<file path="src/rtl/mem_arbiter.sv">
// Byte-wide memory/IO bus arbiter between instruction fetch and the load/store buffer.
// Splits 1/2/4-byte accesses into single-byte bus cycles and assembles little-endian results.
module mem_arbiter #(
  parameter int ADDR_WIDTH = 32,
  parameter int LS_STRICT  = 0
) (
  input  logic                  clk_in,
  input  logic                  rst_n_in,
  input  logic                  rdy_in,
  input  logic                  flush_in,
  input  logic                  if_req_in,
  input  logic [ADDR_WIDTH-1:0] if_addr_in,
  output logic                  if_done_out,
  output logic [31:0]           if_data_out,
  input  logic                  ls_req_in,
  input  logic                  ls_we_in,
  input  logic [1:0]            ls_size_in,
  input  logic [ADDR_WIDTH-1:0] ls_addr_in,
  input  logic [31:0]           ls_wdata_in,
  output logic                  ls_done_out,
  output logic [31:0]           ls_rdata_out,
  input  logic [7:0]            mem_din,
  output logic [7:0]            mem_dout,
  output logic [ADDR_WIDTH-1:0] mem_a,
  output logic                  mem_wr,
  input  logic                  io_buffer_full
);

  typedef enum logic [1:0] {IDLE, READ, WRITE, IO_WAIT} state_t;

  state_t                state, state_nxt;
  logic [2:0]            cnt, cnt_nxt;
  logic [2:0]            nbytes, nbytes_nxt;
  logic                  who_ls, who_ls_nxt;
  logic                  is_io, is_io_nxt;
  logic                  prio_ls, prio_ls_nxt;
  logic [ADDR_WIDTH-1:0] base, base_nxt;
  logic [31:0]           wbuf, wbuf_nxt;
  logic [31:0]           rbuf, rbuf_nxt;

  logic [ADDR_WIDTH-1:0] mem_a_nxt;
  logic [7:0]            mem_dout_nxt;
  logic                  mem_wr_nxt;
  logic                  if_done_nxt, ls_done_nxt;
  logic [31:0]           if_data_nxt, ls_rdata_nxt;

  logic                  if_ok, ls_ok, grant_ls, grant_if;
  logic [2:0]            k;
  logic [ADDR_WIDTH-1:0] req_addr;
  logic [2:0]            req_n;
  logic                  req_we;
  logic                  req_io;

  function automatic logic [2:0] size_to_n(input logic [1:0] sz);
    case (sz)
      2'b00:   return 3'd1;
      2'b01:   return 3'd2;
      default: return 3'd4;
    endcase
  endfunction

  function automatic logic addr_is_io(input logic [ADDR_WIDTH-1:0] a);
    return a[17:16] == 2'b11;
  endfunction

  function automatic logic [ADDR_WIDTH-1:0] offset_addr(input logic [ADDR_WIDTH-1:0] a,
                                                        input logic [2:0] idx);
    return a + ADDR_WIDTH'(idx);
  endfunction

  function automatic logic [7:0] pick_byte(input logic [31:0] w, input logic [2:0] idx);
    case (idx)
      3'd0:    return w[7:0];
      3'd1:    return w[15:8];
      3'd2:    return w[23:16];
      3'd3:    return w[31:24];
      default: return 8'h00;
    endcase
  endfunction

  function automatic logic [31:0] put_byte(input logic [31:0] w, input logic [2:0] idx,
                                           input logic [7:0] b);
    logic [31:0] r;
    r = w;
    case (idx)
      3'd0:    r[7:0]   = b;
      3'd1:    r[15:8]  = b;
      3'd2:    r[23:16] = b;
      3'd3:    r[31:24] = b;
      default: r = w;
    endcase
    return r;
  endfunction

  always_comb begin
    state_nxt    = state;
    cnt_nxt      = cnt;
    nbytes_nxt   = nbytes;
    who_ls_nxt   = who_ls;
    is_io_nxt    = is_io;
    prio_ls_nxt  = prio_ls;
    base_nxt     = base;
    wbuf_nxt     = wbuf;
    rbuf_nxt     = rbuf;
    mem_a_nxt    = '0;
    mem_dout_nxt = '0;
    mem_wr_nxt   = 1'b0;
    if_done_nxt  = 1'b0;
    ls_done_nxt  = 1'b0;
    if_data_nxt  = if_data_out;
    ls_rdata_nxt = ls_rdata_out;
    // a requester whose done is showing this cycle sits out one arbitration round
    if_ok        = if_req_in && !if_done_out;
    ls_ok        = ls_req_in && !ls_done_out;
    grant_ls     = 1'b0;
    grant_if     = 1'b0;
    k            = cnt + 3'd1;
    req_addr     = if_addr_in;
    req_n        = 3'd4;
    req_we       = 1'b0;
    req_io       = 1'b0;

    case (state)
      IDLE: begin
        if (!flush_in) begin
          if (ls_ok && (LS_STRICT != 0 || !if_ok || prio_ls)) grant_ls = 1'b1;
          else if (if_ok)                                     grant_if = 1'b1;
        end
        if (grant_ls) begin
          req_addr = ls_addr_in;
          req_n    = size_to_n(ls_size_in);
          req_we   = ls_we_in;
        end
        if (grant_ls || grant_if) begin
          req_io      = addr_is_io(req_addr);
          base_nxt    = req_addr;
          wbuf_nxt    = ls_wdata_in;
          nbytes_nxt  = req_n;
          who_ls_nxt  = grant_ls;
          is_io_nxt   = req_io;
          prio_ls_nxt = grant_if;
          rbuf_nxt    = '0;
          cnt_nxt     = 3'd0;
          if (!req_we) begin
            state_nxt = READ;
            mem_a_nxt = req_addr;
          end else if (req_io && io_buffer_full) begin
            state_nxt = IO_WAIT;
          end else begin
            state_nxt    = WRITE;
            mem_a_nxt    = req_addr;
            mem_dout_nxt = ls_wdata_in[7:0];
            mem_wr_nxt   = 1'b1;
            cnt_nxt      = 3'd1;
          end
        end
      end

      READ: begin
        // cnt holds (edges since acceptance - 1); byte k-2 arrives on mem_din at edge k
        if (flush_in && !(who_ls && is_io)) begin
          state_nxt = IDLE;
          cnt_nxt   = 3'd0;
        end else begin
          if (k < nbytes) mem_a_nxt = offset_addr(base, k);
          if (k >= 3'd2)  rbuf_nxt  = put_byte(rbuf, k - 3'd2, mem_din);
          if (k == nbytes + 3'd1) begin
            state_nxt = IDLE;
            cnt_nxt   = 3'd0;
            if (who_ls) begin
              ls_done_nxt  = 1'b1;
              ls_rdata_nxt = rbuf_nxt;
            end else begin
              if_done_nxt  = 1'b1;
              if_data_nxt  = rbuf_nxt;
            end
          end else begin
            cnt_nxt = k;
          end
        end
      end

      WRITE: begin
        if (cnt == nbytes) begin
          ls_done_nxt = 1'b1;
          state_nxt   = IDLE;
          cnt_nxt     = 3'd0;
        end else if (is_io && io_buffer_full) begin
          state_nxt = IO_WAIT;
        end else begin
          mem_a_nxt    = offset_addr(base, cnt);
          mem_dout_nxt = pick_byte(wbuf, cnt);
          mem_wr_nxt   = 1'b1;
          cnt_nxt      = k;
        end
      end

      IO_WAIT: begin
        if (!io_buffer_full) begin
          state_nxt    = WRITE;
          mem_a_nxt    = offset_addr(base, cnt);
          mem_dout_nxt = pick_byte(wbuf, cnt);
          mem_wr_nxt   = 1'b1;
          cnt_nxt      = k;
        end
      end

      default: state_nxt = IDLE;
    endcase
  end

  always_ff @(posedge clk_in or negedge rst_n_in) begin
    if (!rst_n_in) begin
      state        <= IDLE;
      cnt          <= 3'd0;
      nbytes       <= 3'd0;
      who_ls       <= 1'b0;
      is_io        <= 1'b0;
      prio_ls      <= 1'b1;
      mem_a        <= '0;
      mem_dout     <= '0;
      mem_wr       <= 1'b0;
      if_done_out  <= 1'b0;
      ls_done_out  <= 1'b0;
      if_data_out  <= '0;
      ls_rdata_out <= '0;
    end else if (rdy_in) begin
      state        <= state_nxt;
      cnt          <= cnt_nxt;
      nbytes       <= nbytes_nxt;
      who_ls       <= who_ls_nxt;
      is_io        <= is_io_nxt;
      prio_ls      <= prio_ls_nxt;
      mem_a        <= mem_a_nxt;
      mem_dout     <= mem_dout_nxt;
      mem_wr       <= mem_wr_nxt;
      if_done_out  <= if_done_nxt;
      ls_done_out  <= ls_done_nxt;
      if_data_out  <= if_data_nxt;
      ls_rdata_out <= ls_rdata_nxt;
    end
  end

  always_ff @(posedge clk_in) begin
    if (rdy_in) begin
      base <= base_nxt;
      wbuf <= wbuf_nxt;
      rbuf <= rbuf_nxt;
    end
  end

endmodule

</file>
<file path="config.mk">
export PLATFORM = sky130hd
export DESIGN_NAME = mem_arbiter
export DESIGN_NICKNAME = d
export VERILOG_FILES = /design/src/rtl/mem_arbiter.sv
export SDC_FILE = /design/constraint.sdc
export NUM_CORES = 1
export LEC_CHECK = 0
export BUFFER_PORTS_ARGS = -buffer_cell sky130_fd_sc_hd__buf_2
export CAP_MARGIN = 30
export CORE_MARGIN = 5
export CORE_UTILIZATION = 32
export DETAILED_ROUTE_END_ITERATION = 10
export RECOVER_POWER = 25
export SKIP_CTS_REPAIR_TIMING = 1
export SLEW_MARGIN = 20
export SYNTH_ARGS = -nofsm -noshare
export SYNTH_HDL_FRONTEND = slang
export SYNTH_SLANG_ARGS = --single-unit
</file>
<file path="constraint.sdc">
create_clock -name clk_in -period 3.3 [get_ports clk_in]
set_input_delay 0 -clock clk_in [delete_from_list [all_inputs] [get_ports clk_in]]
set_output_delay 0 -clock clk_in [all_outputs]
set_load 0.03 [all_outputs]
</file>
### Yosys cells after proc, flatten, opt, wreduce, memory -nomap -nowiden

Cells that the tools add are included.

* register bits: 214
* output and inout port bits: 107

* $add $sub $neg: 5
* magnitude comparators: 2
* equal/unequal tests: 19
* multiplexer cells: 72
* bitwise gates (word level): 2
* reductions and logical operators: 24

Operator list (count)
* 32-bit 2-to-1 mux: 13
* 32-bit case mux with 4 select lines: 1
* 8-bit 2-to-1 mux: 10
* 32-bit by 3-bit adder with 32-bit output: 2
* 32-bit case mux with 2 select lines: 1
* 8-bit case mux with 4 select lines: 1
* 1-bit 2-to-1 mux: 26
* 8-bit case mux with 3 select lines: 1
* 3-bit 2-to-1 mux: 7
* 5-bit AND reduction: 3
* 2-bit 2-to-1 mux: 7
* 3-bit by 2-bit == test with 1-bit output (second input constant): 4
* 3-bit case mux with 4 select lines: 1
* 3-bit != test (second input constant): 3
* 2-bit case mux with 4 select lines: 1
* 4-bit AND reduction: 2
* 1-bit logical AND: 7
* 3-bit by 1-bit adder with 3-bit output (second input constant): 2
* 2-bit == test (second input constant): 3
* 3-bit by 1-bit == test with 1-bit output (second input constant): 2
* 3-bit == test: 2
* 3-bit logical NOT: 2
* 2-bit != test (second input constant): 3
* 3-bit case mux with 2 select lines: 1
* 12 further kinds: 19

### Longest topological paths before layout

* depth in word-level cells: 16
* mapped depth: 12
* depth with buffers taken out: 10

### Least setup slack after synthesis

No wires, ideal clock.

* path kind: flip-flop to flip-flop
* start: reg state[0]
* end: reg rbuf[0] (enable)
* setup time: 0.432 ns
* data arrival time: 2.879 ns
* path slack: -0.010 ns
* stages on the path, launching flop included: 7
* clock period less this slack: 3.310 ns
* path through: dfrtp_1 > inv_1 > ha_1 > clkbuf_1 > buf_1 > nand2b_1 > a21oi_1

* longest elaborated chain between the ends: 3
* elaborated cells on any way between the ends: 6

RTL lines
* start: declaration: RTL line 31 `state_t state, state_nxt;`
* start signal: assignment: RTL line 228 `state <= state_nxt;`
* 2-bit by 1-bit == test with 1-bit output or 2-bit logical NOT (tied branches): RTL line 123 `case (state)`
* 2-bit != test (no source line) or 2-bit nonzero test (tied branches)
* 4-bit AND reduction (no source line) *
* end signal: assignment: RTL line 248 `rbuf <= rbuf_nxt;`
* end: declaration: RTL line 39 `logic [31:0] rbuf, rbuf_nxt;`

Every way passes the cells marked *; elsewhere a longest branch is shown, timed or not.
A chain may end at the register's enable or synchronous reset.

### Final worst setup path

* start: reg cnt[1]
* end: reg mem_a[23]

* longest elaborated chain between the ends: 5
* elaborated cells on any way between the ends: 11

RTL lines
* start: declaration: RTL line 32 `logic [2:0] cnt, cnt_nxt;`
* start signal: assignment: RTL line 229 `cnt <= cnt_nxt;`
* 3-bit by 1-bit adder with 3-bit output: RTL line 117 `k = cnt + 3'd1;`
* 32-bit by 3-bit adder with 32-bit output or 3-bit < comparator (tied branches): RTL line 68, 165
* 32-bit 2-to-1 mux: RTL line 165 `if (k < nbytes) mem_a_nxt = offset_addr(base, k);`
* 32-bit 2-to-1 mux: RTL line 161 `if (flush_in && !(who_ls && is_io)) begin`
* 32-bit case mux with 4 select lines *: RTL line 123
* end signal: assignment: RTL line 234 `mem_a <= mem_a_nxt;`
* end: declaration: RTL line 24 `output logic [ADDR_WIDTH-1:0] mem_a,`

Marks and branches as above.

==> run summary <==
Starting Density -> 32.1%
global route overflow -> 0
failing checks -> negative hold slack, max-capacitance violations, max-slew violations
CTS Buffer Depth -> 3
post-placement setup slack -> 166 ps
CTS Buf Count -> 25
hold slack final -> -22.7 ps
layout cells sized above 1 -> 20.1%
Pins Over Slew Limit -> 55
metal2 WL -> 17.3 mm
n_diodes -> 0
Fmax achieved -> 0.329 GHz
Detailed Place HPWL -> 26.2 mm
final worst path period share -> 92.1%
CP Launch Type -> flop
HP Class -> in2reg
met3 routed WL -> 2.64 mm
power share of the clock group -> 24.5%
WL met1 -> 16.1 mm
Mapped Area -> 0.0110 mm2
CP Data Required Time -> 3750 ps
Die Y -> 196 um
DRC viols -> 0
area grow syn2layout -> 32.4%
first-pass GRT wire length -> 54.8 mm
R2R Path End -> mem_a[23]
Critical Path AT -> 3490 ps
Avg WL per Cell -> 20.0 um
P_leak -> 6.20 nW
Distinct cells, synth -> 88
GPL Wtd Cong -> 0.925
Final setup viols -> 0
cell with the most instances after synthesis -> nand2_1
most frequent CP cell -> ha_1
final hold vios -> 5
CTS tree -> built
core area -> 0.0343 mm2
Worst VDD drop -> 0.000419 V
beginning of the critical path -> cnt[1]
clk_skew -> 35.8 ps
clk sinks -> 214
register area share after synthesis -> 53.0%
Mean Syn Cell Area -> 10.3 um2
CP Capture Type -> flop
vias per cell -> 5.19
drt first pass iters -> 5
number of antenna violations at the first check in global routing -> 0
setup TNS -> 0 ps
non-filler cells, final -> 1870
combinational share of power -> 39.9%
total number of vias -> 9700
kind of critical path -> reg2reg
root buf cell -> clkbuf_16
post-synth top area share -> 26.6%
Routed Antenna Nets -> 0
status -> complete, but fails checks
largest net degree at the start of global routing -> 65
worst-margin pin slew -> 1630 ps
Port Buffers -> 220
num rows -> 68
worst setup path endpoint -> mem_a[23]
sequential cell area -> 0.00584 mm2
Fill cells -> 3313
Max Cap Viol -> 1
r2r startpoint -> cnt[1]
Internal Dissipation -> 0.00696 W
die width -> 196 um
Cells after Synth -> 1070
max layer used -> met4
Setup WS post-layout -> 260 ps
Synth Flop Type -> dfrtp_1
final WL -> 37.3 mm
RSZ-0062 raised after global routing -> no
worst-path fanout max -> 14
R2R cell count -> 11
Sw Share -> 40.8%
CP delay by family, top -> adder cells
warning count from the yosys run -> 0
clock latency at the later pin of the worst-skew pair -> 530 ps
Flop pwr share -> 35.6%
clock period minus worst slack -> 3040 ps
R2R Setup Slk -> 260 ps
vias in the first global route -> 9365
Max-slew headroom -> -8.94%
FF+latch count, synth -> 214
Synth async-reset ratio -> 55.1%
largest cells by area after synthesis -> dfrtp_1, edfxtp_1, nand2_1, a21oi_1, nor2_1
die outline area -> 0.0383 mm2
Sw Pwr -> 0.00479 W
Layout Nets -> 1536
clock-pin slew on the worst setup and hold paths -> 70 ps
CP Depth -> 11
H-tree levels -> 1
Ports -> 221
max incr delay on CP -> 490 ps
Starting DRT DRC Count -> 832
placed cell count -> 1716
CP Cell Sequence -> ha_1 > ha_1 > inv_1 > ha_1 > a21oi_1 > nand2_1 > nor2_1 > buf_12 > a31oi_1 > a221o_1 > a31oi_1
slowest CP cell -> dfrtp_2
area leader, netlist -> dfrtp_1
Pwr Density -> 805 mW/mm2
Post-synth top cells -> nand2_1, dfrtp_1, nor2_1
syn_nets -> 1209
Multi-input gate area -> 0.00474 mm2
GR Util All Layers -> 18.0%
Post-synth EDFFs -> 96
Buf+Inv Stages, Crit Path -> 2
==> area by class of cell <==
type / instances / area share, %
well taps: 455 / 3.90
repair buffers: 364 / 16.9
clock buffers: 31 / 4.51
multi-input cells: 759 / 32.5
flip-flops and latches: 214 / 40.0
clock inverters: 14 / 1.30
inverters: 33 / 0.848
==> per-stage QoR <==
step | utilization (%) | cell area, um2 | hold WS, ps | power [W]
finish | 42.6 | 14600 | -22.7 | 0.0118
CTS | 39.6 | 13600 | -408 | 0.0118
global route | 42.6 | 14600 | 0.172 | 0.0124
detailed placement | 37.1 | 12700 | 167 | 0.00885
floorplan | - | 11000 | -296 | 0.00718
global placement | 37.1 | 12700 | 160 | 0.00880
==> layout by cell type (no fill, tap or decap), types with 8 or more instances in the layout <==
master / instances
o21ai_0: 30
xor2_1: 9
nand2_1: 139
nor2_1: 114
nor3_1: 16
clkbuf_16: 25
inv_1: 31
a21oi_1: 91
dfrtp_1: 115
buf_2: 164
o22ai_1: 8
nand2b_1: 10
a22oi_1: 11
nor2b_1: 38
clkbuf_1: 59
buf_4: 28
o2bb2ai_1: 11
nand4_1: 13
xnor2_1: 13
nand3_1: 23
o31ai_1: 10
a222oi_1: 8
a31oi_1: 21
mux2_2: 9
edfxtp_1: 96
mux2i_1: 36
dlygate4sd3_1: 109
a211oi_1: 8
ha_1: 23
==> flip-flops by register name, indices dropped and copies added (netlist names), 8 cells and up <==
register      flops
base             32
if_data_out      32
ls_rdata_out     32
mem_a            32
mem_dout          8
rbuf             32
wbuf             32
==> metal layers <==
layer,global-route usage [%],vias up
met5,0,-
li1,-,4536
met3,3.14,73
met2,28.4,399
met4,6.65,0
met1,24.9,4692
==> tightest hold or removal path, delay by kind of cell <==
kind	cells	cell delay, ps
AO/OA/AOI/OAI	2	220
AND/OR/NAND/NOR	1	150
buffers and inverters	1	100
==> power by group through the flow <==
stage | Clock [W] | Sequential, W | Combinational, W
6_report | 0.00288 | 0.00419 | 0.00469
5_1_grt | 0.00305 | 0.00427 | 0.00507
4_1_cts | 0.00295 | 0.00418 | 0.00464
3_5_place_dp | 0 | 0.00422 | 0.00463
3_3_place_gp | 0 | 0.00422 | 0.00458
2_1_floorplan | 0 | 0.00512 | 0.00207
==> worst min path at each step <==
| stage | endpoint | slack [ps] | startpoint | cells past startpoint |
|---|---|---|---|---|
| floorplan | cnt[0] | -300 | rst_n_in | 0 |
| global placement | mem_a[9] | 160 | rst_n_in | 1 |
| detailed placement | mem_a[9] | 170 | rst_n_in | 1 |
| CTS | mem_a[26] | -410 | rst_n_in | 1 |
| global route | if_data_out[16] | 0.2 | mem_din[0] | 3 |
| finish | prio_ls | -20 | if_req_in | 4 |
==> logic make-up after synthesis <==
family          share of synthesized area, %
compound gates                          16.3
xor+xnor                                1.95
fa+ha+maj                               2.97
buf+inv                                 4.26
flops                                   53.0
mux                                     4.19
simple gates                            17.4
No activity file was read; power rests on OpenSTA's default activity.
